## src/rtl/pipe_elastic.sv

```systemverilog
// pipe_elastic: elastic register pipeline of DEPTH stages with valid/ready
// handshakes on both ends.
//
// Empty stages absorb items even when the consumer stalls, so bubbles
// collapse. A full pipe still accepts one item per cycle while the consumer
// is taking items.
//
// flush discards every in-flight item and leaves the data registers as they
// are. rst clears both the valid bits and the data registers, and it takes
// priority over flush and over any handshake.
//
// Ports:
//   clk       - sole clock; all state updates on the rising edge
//   rst       - synchronous active-high reset
//   d         - input data (WIDTH bits)
//   in_valid  - d carries a valid item
//   in_ready  - pipeline accepts an item this cycle
//   q         - data of the final stage
//   out_valid - q carries a valid item
//   out_ready - consumer accepts q this cycle
//   flush     - synchronous discard of all in-flight items
//   count     - number of valid stages (0..DEPTH)
module pipe_elastic #(
   parameter int WIDTH = 8,
   parameter int DEPTH = 3
) (
   input  logic                       clk,
   input  logic                       rst,
   input  logic [WIDTH-1:0]           d,
   input  logic                       in_valid,
   output logic                       in_ready,
   output logic [WIDTH-1:0]           q,
   output logic                       out_valid,
   input  logic                       out_ready,
   input  logic                       flush,
   output logic [$clog2(DEPTH+1)-1:0] count
);

   logic [DEPTH-1:0] vld;
   logic [WIDTH-1:0] data [DEPTH];
   logic [DEPTH-1:0] rdy;
   logic             accept;

   // ready(i) = !valid(i) || ready(i+1) is unrolled here. A stage is ready when
   // any stage at or below it is empty, or when the consumer is ready. This
   // form avoids a combinational chain that reads its own output.
   always_comb begin
      rdy = '0;
      for (int unsigned i = 0; i < DEPTH; i++) begin
         rdy[i] = out_ready;
         for (int unsigned j = i; j < DEPTH; j++) begin
            if (!vld[j]) rdy[i] = 1'b1;
         end
      end
   end

   assign in_ready  = rdy[0] && !flush && !rst;
   assign accept    = in_valid && in_ready;
   assign q         = data[DEPTH-1];
   assign out_valid = vld[DEPTH-1];

   always_comb begin
      count = '0;
      for (int unsigned i = 0; i < DEPTH; i++) begin
         count = count + {{($bits(count)-1){1'b0}}, vld[i]};
      end
   end

   always_ff @(posedge clk) begin
      if (rst) begin
         vld <= '0;
         for (int unsigned i = 0; i < DEPTH; i++) data[i] <= '0;
      end else if (flush) begin
         vld <= '0;
      end else begin
         if (rdy[0]) begin
            vld[0] <= accept;
            if (accept) data[0] <= d;
         end
         // When stage i is ready, stage i-1 is ready as well. An item that
         // moves down is therefore always replaced upstream and is never
         // duplicated.
         for (int unsigned i = 1; i < DEPTH; i++) begin
            if (rdy[i]) begin
               vld[i] <= vld[i-1];
               if (vld[i-1]) data[i] <= data[i-1];
            end
         end
      end
   end

endmodule

```

## config.mk

```make
export PLATFORM = sky130hd
export DESIGN_NAME = pipe_elastic
export DESIGN_NICKNAME = d
export VERILOG_FILES = /design/src/rtl/pipe_elastic.sv
export SDC_FILE = /design/constraint.sdc
export NUM_CORES = 1
export LEC_CHECK = 0
export CORE_MARGIN = 2
export CORE_UTILIZATION = 30
export DETAILED_ROUTE_END_ITERATION = 8
export GPL_TIMING_DRIVEN = 0
export SLEW_MARGIN = 25
export SYNTH_ARGS = -nofsm -noshare
export SYNTH_HDL_FRONTEND = slang
export SYNTH_SLANG_ARGS = --single-unit
```

## constraint.sdc

```tcl
create_clock -name clk -period 3.6 [get_ports clk]
set_input_delay 0.9 -clock clk [delete_from_list [all_inputs] [get_ports clk]]
set_output_delay 0.9 -clock clk [all_outputs]
set_load 0.03 [all_outputs]
```

Yosys cells after proc, flatten, opt, wreduce, memory -nomap -nowiden:

Memory sizes are Yosys's and may differ from the RTL's.
Index checks and enable logic that the tools add are counted.

* bits in latches: 0
* memory bits (writable): 24
* output and inout port bits: 12
* bits of input ports: 13
* ROM bits: 0
* register bits: 3
* memories kept: 1
* word-level logic and storage cells: 41

Memory list
* data: depth 3, width 8, rd ports 3, clocked after Yosys merged registers in 0, wr ports 3, line 40 `logic [WIDTH-1:0] data [DEPTH];`

* add/subtract/negate cells: 2
* equality and inequality tests: 0
* divide/modulo/power cells: 0
* reductions and logical operators: 6
* multiplexer cells: 26
* multipliers: 0
* order comparisons: 0
* shifts and indexed selects: 0
* bitwise operators: 3

Operators with widths (count)
* 2-to-1 mux 8 bit: 3
* 2-to-1 mux 1 bit: 23
* logical AND 1 bit: 3
* OR 1 bit: 3
* adder 1 x 1 -> 2 bit: 1
* adder 2 x 1 -> 2 bit: 1
* logical NOT 1 bit: 2
* OR reduction 2 bit: 1

Longest topological paths before layout:

Gate-level depths: netlist of run 1.

* depth after elaboration: 12
* gate-level depth with buffers: 4
* mapped depth without buffers: 3

Worst setup path after synthesis of run 1:

No wires, ideal clock.

* path kind: input-to-output
* from: in flush
* to: out in_ready
* data required time: 2700 ps
* path slack: 895 ps
* stages on the path: 2
* path buffers: 0
* data arrival time: 1805 ps
* path through: nor2_4 > a21boi_0

* longest elaborated chain between the ends: 3

RTL lines
* start, declared: line 35 `input logic flush,`
* logical NOT 1 bit: line 57 `assign in_ready = rdy[0] && !flush && !rst;`
* logical AND 1 bit (2 in series): line 57
* end, declared: line 31 `output logic in_ready,`

Every way passes these cells.

Final worst setup path of run 1:

* from: in rst
* to: out in_ready

* longest elaborated chain between the ends: 2

RTL lines
* start, declared: line 28 `input logic rst,`
* logical NOT 1 bit: line 57
* logical AND 1 bit: line 57

Every way passes these cells.

==> results of run 1 <==
## final timing paths
path | end | slack, ns | cells after the start | from
max | in_ready | 0.20 | 4 | rst
max reg2reg | data[0][5]$_SDFFCE_PN0P_ | 2.06 | 3 | vld[1]$_SDFFE_PP0N_
min | data[0][19]$_SDFFCE_PN0P_ | 0.58 | 1 | data[0][11]$_SDFFCE_PN0P_
min reg2reg | data[0][19]$_SDFFCE_PN0P_ | 0.58 | 1 | data[0][11]$_SDFFCE_PN0P_
## state kept, by name, indices dropped and copies added, names as in the netlist
name / cells
data: 24
vld: 3
## final cells by class
cell class | count | area (sq um)
Multi-Input combinational cell | 40 | 330
Clock inverter | 1 | 7.51
Fill cell | 370 | 2380
Sequential cell | 27 | 781
Timing Repair Buffer | 24 | 240
Buffer | 12 | 92.6
Clock buffer | 3 | 41.3
Inverter | 2 | 7.51
Tap cell | 50 | 62.6
## cell families (layout without fill, tap and decap cells)
group,after synthesis,in the layout
flops,27,27
fa+ha+maj,1,1
compound gates,32,32
simple gates,7,7
buf+inv,14,42
## synthesized netlist by cell type
master                      n
sky130_fd_sc_hd__dfxtp_1    3
sky130_fd_sc_hd__buf_2      1
sky130_fd_sc_hd__o21bai_1   1
sky130_fd_sc_hd__a31o_2     1
sky130_fd_sc_hd__o211ai_4   1
sky130_fd_sc_hd__o211ai_2   1
sky130_fd_sc_hd__buf_6      2
sky130_fd_sc_hd__fa_1       1
sky130_fd_sc_hd__buf_4      8
sky130_fd_sc_hd__and3b_1    1
sky130_fd_sc_hd__nand2b_1   1
sky130_fd_sc_hd__inv_1      2
sky130_fd_sc_hd__a21boi_0  14
sky130_fd_sc_hd__nand2_1    1
sky130_fd_sc_hd__o21a_1     1
sky130_fd_sc_hd__edfxtp_1  24
sky130_fd_sc_hd__a21oi_1    1
sky130_fd_sc_hd__clkbuf_2   1
sky130_fd_sc_hd__nor2b_1    1
sky130_fd_sc_hd__a21boi_1  12
sky130_fd_sc_hd__nor3_1     1
sky130_fd_sc_hd__nand3b_2   1
sky130_fd_sc_hd__nor2_4     1
## metrics by stage
step                hold WS (ns)  instance area, sq um  utilization, %
global placement           0.556                  1510            38.4
detailed placement         0.563                  1510            38.4
CTS                        0.586                  1560            39.6
global route               0.628                  1560            39.6
finish                     0.583                  1560            39.6
floorplan                  0.536                  1210               -
## routing by layer
metal	vias up	wire, um	share of wire [%]
met5	-	0	0
met4	0	0	0
met3	0	103	6.3
met2	21	786	48
met1	308	743	46
li1	348	-	-
## critical path, stage by stage
cell and delay (ns):
sky130_fd_sc_hd__clkdlybuf4s50_1 0.52, sky130_fd_sc_hd__nor2_4 0.21, sky130_fd_sc_hd__a21boi_0 0.19, sky130_fd_sc_hd__clkdlybuf4s50_1 0.69
## power by group through the flow
stage	sequential, W	clock, W	combinational, W
floorplan	0.000369	0	0.0000422
global placement	0.000370	0	0.0000706
detailed placement	0.000371	0	0.0000718
CTS	0.000363	0.000176	0.0000718
global route	0.000365	0.000188	0.0000771
finish	0.000363	0.000170	0.0000711
==> results.json, run 1 <==
{
  "synthesis.nets": 95,
  "critPathRequiredTime_ns": 2.70,
  "post-synth-top-area-fraction_pct": 59.5,
  "post_cts_setup_repair_bufs": 0,
  "design.core.area_sq_mm": 0.00394,
  "dominant_combinational_cell_family_by_area_after_synthesis": "compound AO/OA/AOI/OAI gates",
  "worst-slew-pin-transition_ns": 0.677,
  "global_route.overflow_total": 0,
  "synth_adder_area_share_pct": 1.65,
  "crit_path_time_final_ns": 3.40,
  "start_util_pct": 30.7,
  "grt_first_pass_wirelength_um": 2990,
  "firstDrtPassIters": 3,
  "final_hold_viol_count": 0,
  "globalRouteMet3Util_pct": 3.50,
  "power.static_leakage_nw": 0.569,
  "drcViolationCount": 0,
  "final_net_count": 124,
  "sequential_fraction_of_the_synthesis_area_pct": 64.5,
  "syn-mean-instance-area_sq_um": 15.0,
  "grt_antenna_before_repair": 0,
  "detailedPlacementHpwl_um": 1270,
  "io_buffer_count": 24,
  "clock_tree.buffer_depth": 2,
  "place_congestion": 0.715,
  "grt_pass1_vias": 676,
  "power-per-cell-area_mw_per_mm2": 386,
  "placement_rows": 23,
  "setup-violations-final": 0,
  "timing_max_transition_violations_final": 0,
  "cts_tree": "built",
  "yosys.cell_types.count": 23,
  "vias_per_cell": 4.26,
  "syn-cell-area_sq_mm": 0.00121,
  "power.combinational.fraction_pct": 11.8,
  "place_worst_setup_slack_ns": 0.199,
  "cts.repair.resized": 0,
  "ios": 25,
  "grt_busiest_layer": "met2",
  "vdd.ir_drop.worst_mv": 0.312,
  "groute.usage.overall_pct": 8.64,
  "grt_max_degree": 17,
  "clock_buffer_count_from_cts": 3,
  "cts_root_buffer": "sky130_fd_sc_hd__clkbuf_8",
  "design_power_total_w": 0.000604,
  "wl_per_cell_um": 10.3,
  "antennaDiodeCount": 0,
  "finish.cell_count_without_fillers": 159,
  "timing.setup.tns_ns": 0,
  "crit_arrival_ns": 2.50,
  "ctsHoldBuffers": 0,
  "chip_height_um": 67.5,
  "synth-xor-area-share_pct": 0,
  "criticalPathCategory": "in2out",
  "synth-simple-area-share_pct": 4.34,
  "synth_compound_gate_area_share_pct": 21.3,
  "ctsHtreeMaxLevel": 1,
  "postRouteAntennaNets": 0,
  "internal-power_w": 0.000475,
  "crit_path_end_kind": "output port",
  "final_clock_skew_ns": 0.00451,
  "grt_setup_unrepaired": "false",
  "clock_latency_ns": 0.27,
  "drive_above_1_share_pct": 19.3,
  "grt_use_met1_pct": 10.7,
  "worstPathMaxFanout": 5,
  "gr-usage-met2_pct": 14.3,
  "p_seq_share_pct": 60.1,
  "1st_iter_drt_viols": 6,
  "synthesis.yosys.warnings": 0,
  "p_switching_w": 0.000129,
  "synth_top_cells_by_area": "sky130_fd_sc_hd__edfxtp_1 (60%), sky130_fd_sc_hd__a21boi_0 (8.7%), sky130_fd_sc_hd__a21boi_1 (7.4%)",
  "place.detailed.instances": 155,
  "clock_power_share_pct": 28.1,
  "period_utilization_post_route_pct": 94.4,
  "cap_viol_max_count": 0,
  "routed_wirelength_um": 1630,
  "yosys-mux-area-fraction_pct": 0,
  "setup_ws_ns": 0.200,
  "critical_path.startpoint_type": "input pin",
  "die_ar_sq_mm": 0.00456,
  "layout.cells.most_common_list": "sky130_fd_sc_hd__edfxtp_1 (24), sky130_fd_sc_hd__clkdlybuf4s50_1 (24), sky130_fd_sc_hd__a21boi_0 (14)",
  "yosys_register_bits": 27,
  "fmax_mhz": 294,
  "die_x_um": 67.5,
  "worst_max_slew_margin_expressed_relative_to_the_limit_pct": 54.8,
  "area_growth_pct": 29.0,
  "netlist_instances": 81,
  "synth_largest_area_cell": "sky130_fd_sc_hd__edfxtp_1",
  "p_sw_share_pct": 21.4,
  "clock_sink_count": 27,
  "run_status": "finished, final reports clean",
  "vias": 677,
  "hold_path.class": "reg2reg",
  "clk_pin_slew_worst_paths_ns": 0.09
}
No activity file was read; power rests on OpenSTA's default activity.
==> run 2, diff against run 1 <==
--- a/config.mk
+++ b/config.mk
@@ -6,10 +6,9 @@
 export NUM_CORES = 1
 export LEC_CHECK = 0
 export CORE_MARGIN = 2
-export CORE_UTILIZATION = 30
+export CORE_UTILIZATION = 25
 export DETAILED_ROUTE_END_ITERATION = 8
 export GPL_TIMING_DRIVEN = 0
-export SLEW_MARGIN = 25
 export SYNTH_ARGS = -nofsm -noshare
 export SYNTH_HDL_FRONTEND = slang
 export SYNTH_SLANG_ARGS = --single-unit
==> results.json, run 2 (synthesis gave the netlist of run 1 again) <==
{
  "register_area_sq_um": 781,
  "hold_path.class": "reg2reg",
  "io_buffer_count": 24,
  "design.core.area_sq_mm": 0.00469,
  "internal-power_w": 0.000475,
  "largest_register_ffs": 24,
  "ios": 25,
  "start_util_pct": 25.8,
  "routed_wirelength_um": 1700,
  "place_congestion": 0.744,
  "drive_above_1_share_pct": 19.3,
  "grt_use_met1_pct": 9.09,
  "clock_sink_count": 27,
  "setup-violations-final": 0,
  "global_route.overflow_total": 0,
  "grt_pass1_vias": 632,
  "worst_max_slew_margin_expressed_relative_to_the_limit_pct": 55.8,
  "worst-slew-pin-transition_ns": 0.662,
  "firstDrtPassIters": 2,
  "cts_tree": "built",
  "p_sw_share_pct": 21.2,
  "final_net_count": 124,
  "finish.cell_count_without_fillers": 163,
  "setup.reg_to_reg.worst_slack_ns": 2.07,
  "power.combinational.fraction_pct": 11.8,
  "fmax_mhz": 295,
  "postRouteAntennaNets": 0,
  "max_flop_register": "data",
  "final_hold_viol_count": 0,
  "run_status": "finished, final reports clean",
  "vdd.ir_drop.worst_mv": 0.169,
  "grt_setup_unrepaired": "false",
  "cts.repair.resized": 0,
  "clock_latency_ns": 0.26,
  "chip_height_um": 73.6,
  "power-per-cell-area_mw_per_mm2": 384,
  "drcViolationCount": 0,
  "globalRouteMet3Util_pct": 0.686,
  "wl_per_cell_um": 10.4,
  "combined_area_of_the_multi_input_logic_cells_sq_um": 330,
  "design_power_total_w": 0.000602,
  "cts_root_buffer": "sky130_fd_sc_hd__clkbuf_8",
  "groute.usage.overall_pct": 6.94,
  "final_clock_skew_ns": 0.00580,
  "layout.filler_cells": 476,
  "detailedPlacementHpwl_um": 1330,
  "antennaDiodeCount": 0,
  "timing_max_transition_violations_final": 0,
  "area_growth_pct": 29.4,
  "cap_viol_max_count": 0,
  "crit_path_time_final_ns": 3.39,
  "placement_rows": 25,
  "grt_max_degree": 17,
  "clk_pin_slew_worst_paths_ns": 0.09,
  "ctsHtreeMaxLevel": 1,
  "period_utilization_post_route_pct": 94.1,
  "die_ar_sq_mm": 0.00542,
  "critPathRequiredTime_ns": 2.70,
  "layout.cells.most_common_list": "sky130_fd_sc_hd__edfxtp_1 (24), sky130_fd_sc_hd__clkdlybuf4s50_1 (24), sky130_fd_sc_hd__a21boi_0 (14)",
  "setup_ws_ns": 0.213,
  "timing.setup.tns_ns": 0,
  "vias_per_cell": 4.01,
  "p_switching_w": 0.000128,
  "clock_tree.buffer_depth": 2,
  "worstPathMaxFanout": 5,
  "top_registers": "data: 24 flops, vld: 3 flops",
  "p_seq_share_pct": 60.3,
  "place.detailed.instances": 159,
  "criticalPathCategory": "in2out",
  "post_cts_setup_repair_bufs": 0,
  "clock_buffer_count_from_cts": 3,
  "1st_iter_drt_viols": 10,
  "grt_busiest_layer": "met2",
  "ctsHoldBuffers": 0,
  "grt_first_pass_wirelength_um": 2910,
  "place_worst_setup_slack_ns": 0.210,
  "grt_antenna_before_repair": 0,
  "critical_path.startpoint_type": "input pin",
  "power.static_leakage_nw": 0.569,
  "crit_arrival_ns": 2.49,
  "die_x_um": 73.6,
  "gr-usage-met2_pct": 11.6,
  "crit_path_end_kind": "output port",
  "vias": 653,
  "clock_power_share_pct": 27.9
}
-- run 2: power by group through the flow --
stage / combinational (W) / clock (W) / sequential (W)
finish: 0.0000711 / 0.000168 / 0.000363
global route: 0.0000768 / 0.000186 / 0.000365
CTS: 0.0000719 / 0.000170 / 0.000364
detailed placement: 0.0000718 / 0 / 0.000371
global placement: 0.0000705 / 0 / 0.000370
floorplan: 0.0000422 / 0 / 0.000369
-- run 2: area by class of cell --
type | count | area share [%]
Clock buffer | 3 | 2.63
Sequential cell | 27 | 49.8
Inverter | 2 | 0.479
Tap cell | 54 | 4.31
Buffer | 12 | 5.91
Clock inverter | 1 | 0.479
Multi-Input combinational cell | 40 | 21.1
Timing Repair Buffer | 24 | 15.3
-- run 2: stage by stage --
step	hold slack (ns)	instance area, sq um	utilization (%)
CTS	0.572	1570	33.4
floorplan	0.536	1210	-
global placement	0.557	1520	32.4
detailed placement	0.550	1520	32.4
finish	0.573	1570	33.4
global route	0.596	1570	33.4
-- run 2: routing by layer --
| metal | vias up | share of wire (%) |
|---|---|---|
| li1 | 346 | - |
| met5 | - | 0 |
| met1 | 288 | 47 |
| met3 | 2 | 3.5 |
| met4 | 0 | 1.6 |
| met2 | 17 | 48 |
-- run 2: worst max-delay path: stages --
cell and delay [ns]:
sky130_fd_sc_hd__clkdlybuf4s50_1 0.51, sky130_fd_sc_hd__nor2_4 0.20, sky130_fd_sc_hd__a21boi_0 0.19, sky130_fd_sc_hd__clkdlybuf4s50_1 0.69
-- run 2: path summary, 6_finish.rpt --
kind	from	end	cells past startpoint
min	data[0][7]$_SDFFCE_PN0P_	data[0][15]$_SDFFCE_PN0P_	1
max reg2reg	vld[1]$_SDFFE_PP0N_	data[0][4]$_SDFFCE_PN0P_	3
min reg2reg	data[0][7]$_SDFFCE_PN0P_	data[0][15]$_SDFFCE_PN0P_	1
max	rst	in_ready	4
==> run 3, diff against run 2 <==
--- a/config.mk
+++ b/config.mk
@@ -5,6 +5,7 @@
 export SDC_FILE = /design/constraint.sdc
 export NUM_CORES = 1
 export LEC_CHECK = 0
+export CAP_MARGIN = 30
 export CORE_MARGIN = 2
 export CORE_UTILIZATION = 25
 export DETAILED_ROUTE_END_ITERATION = 8
==> results of run 3 <==
Same layout as run 2: the final DEF is identical, and so are final timing and power.
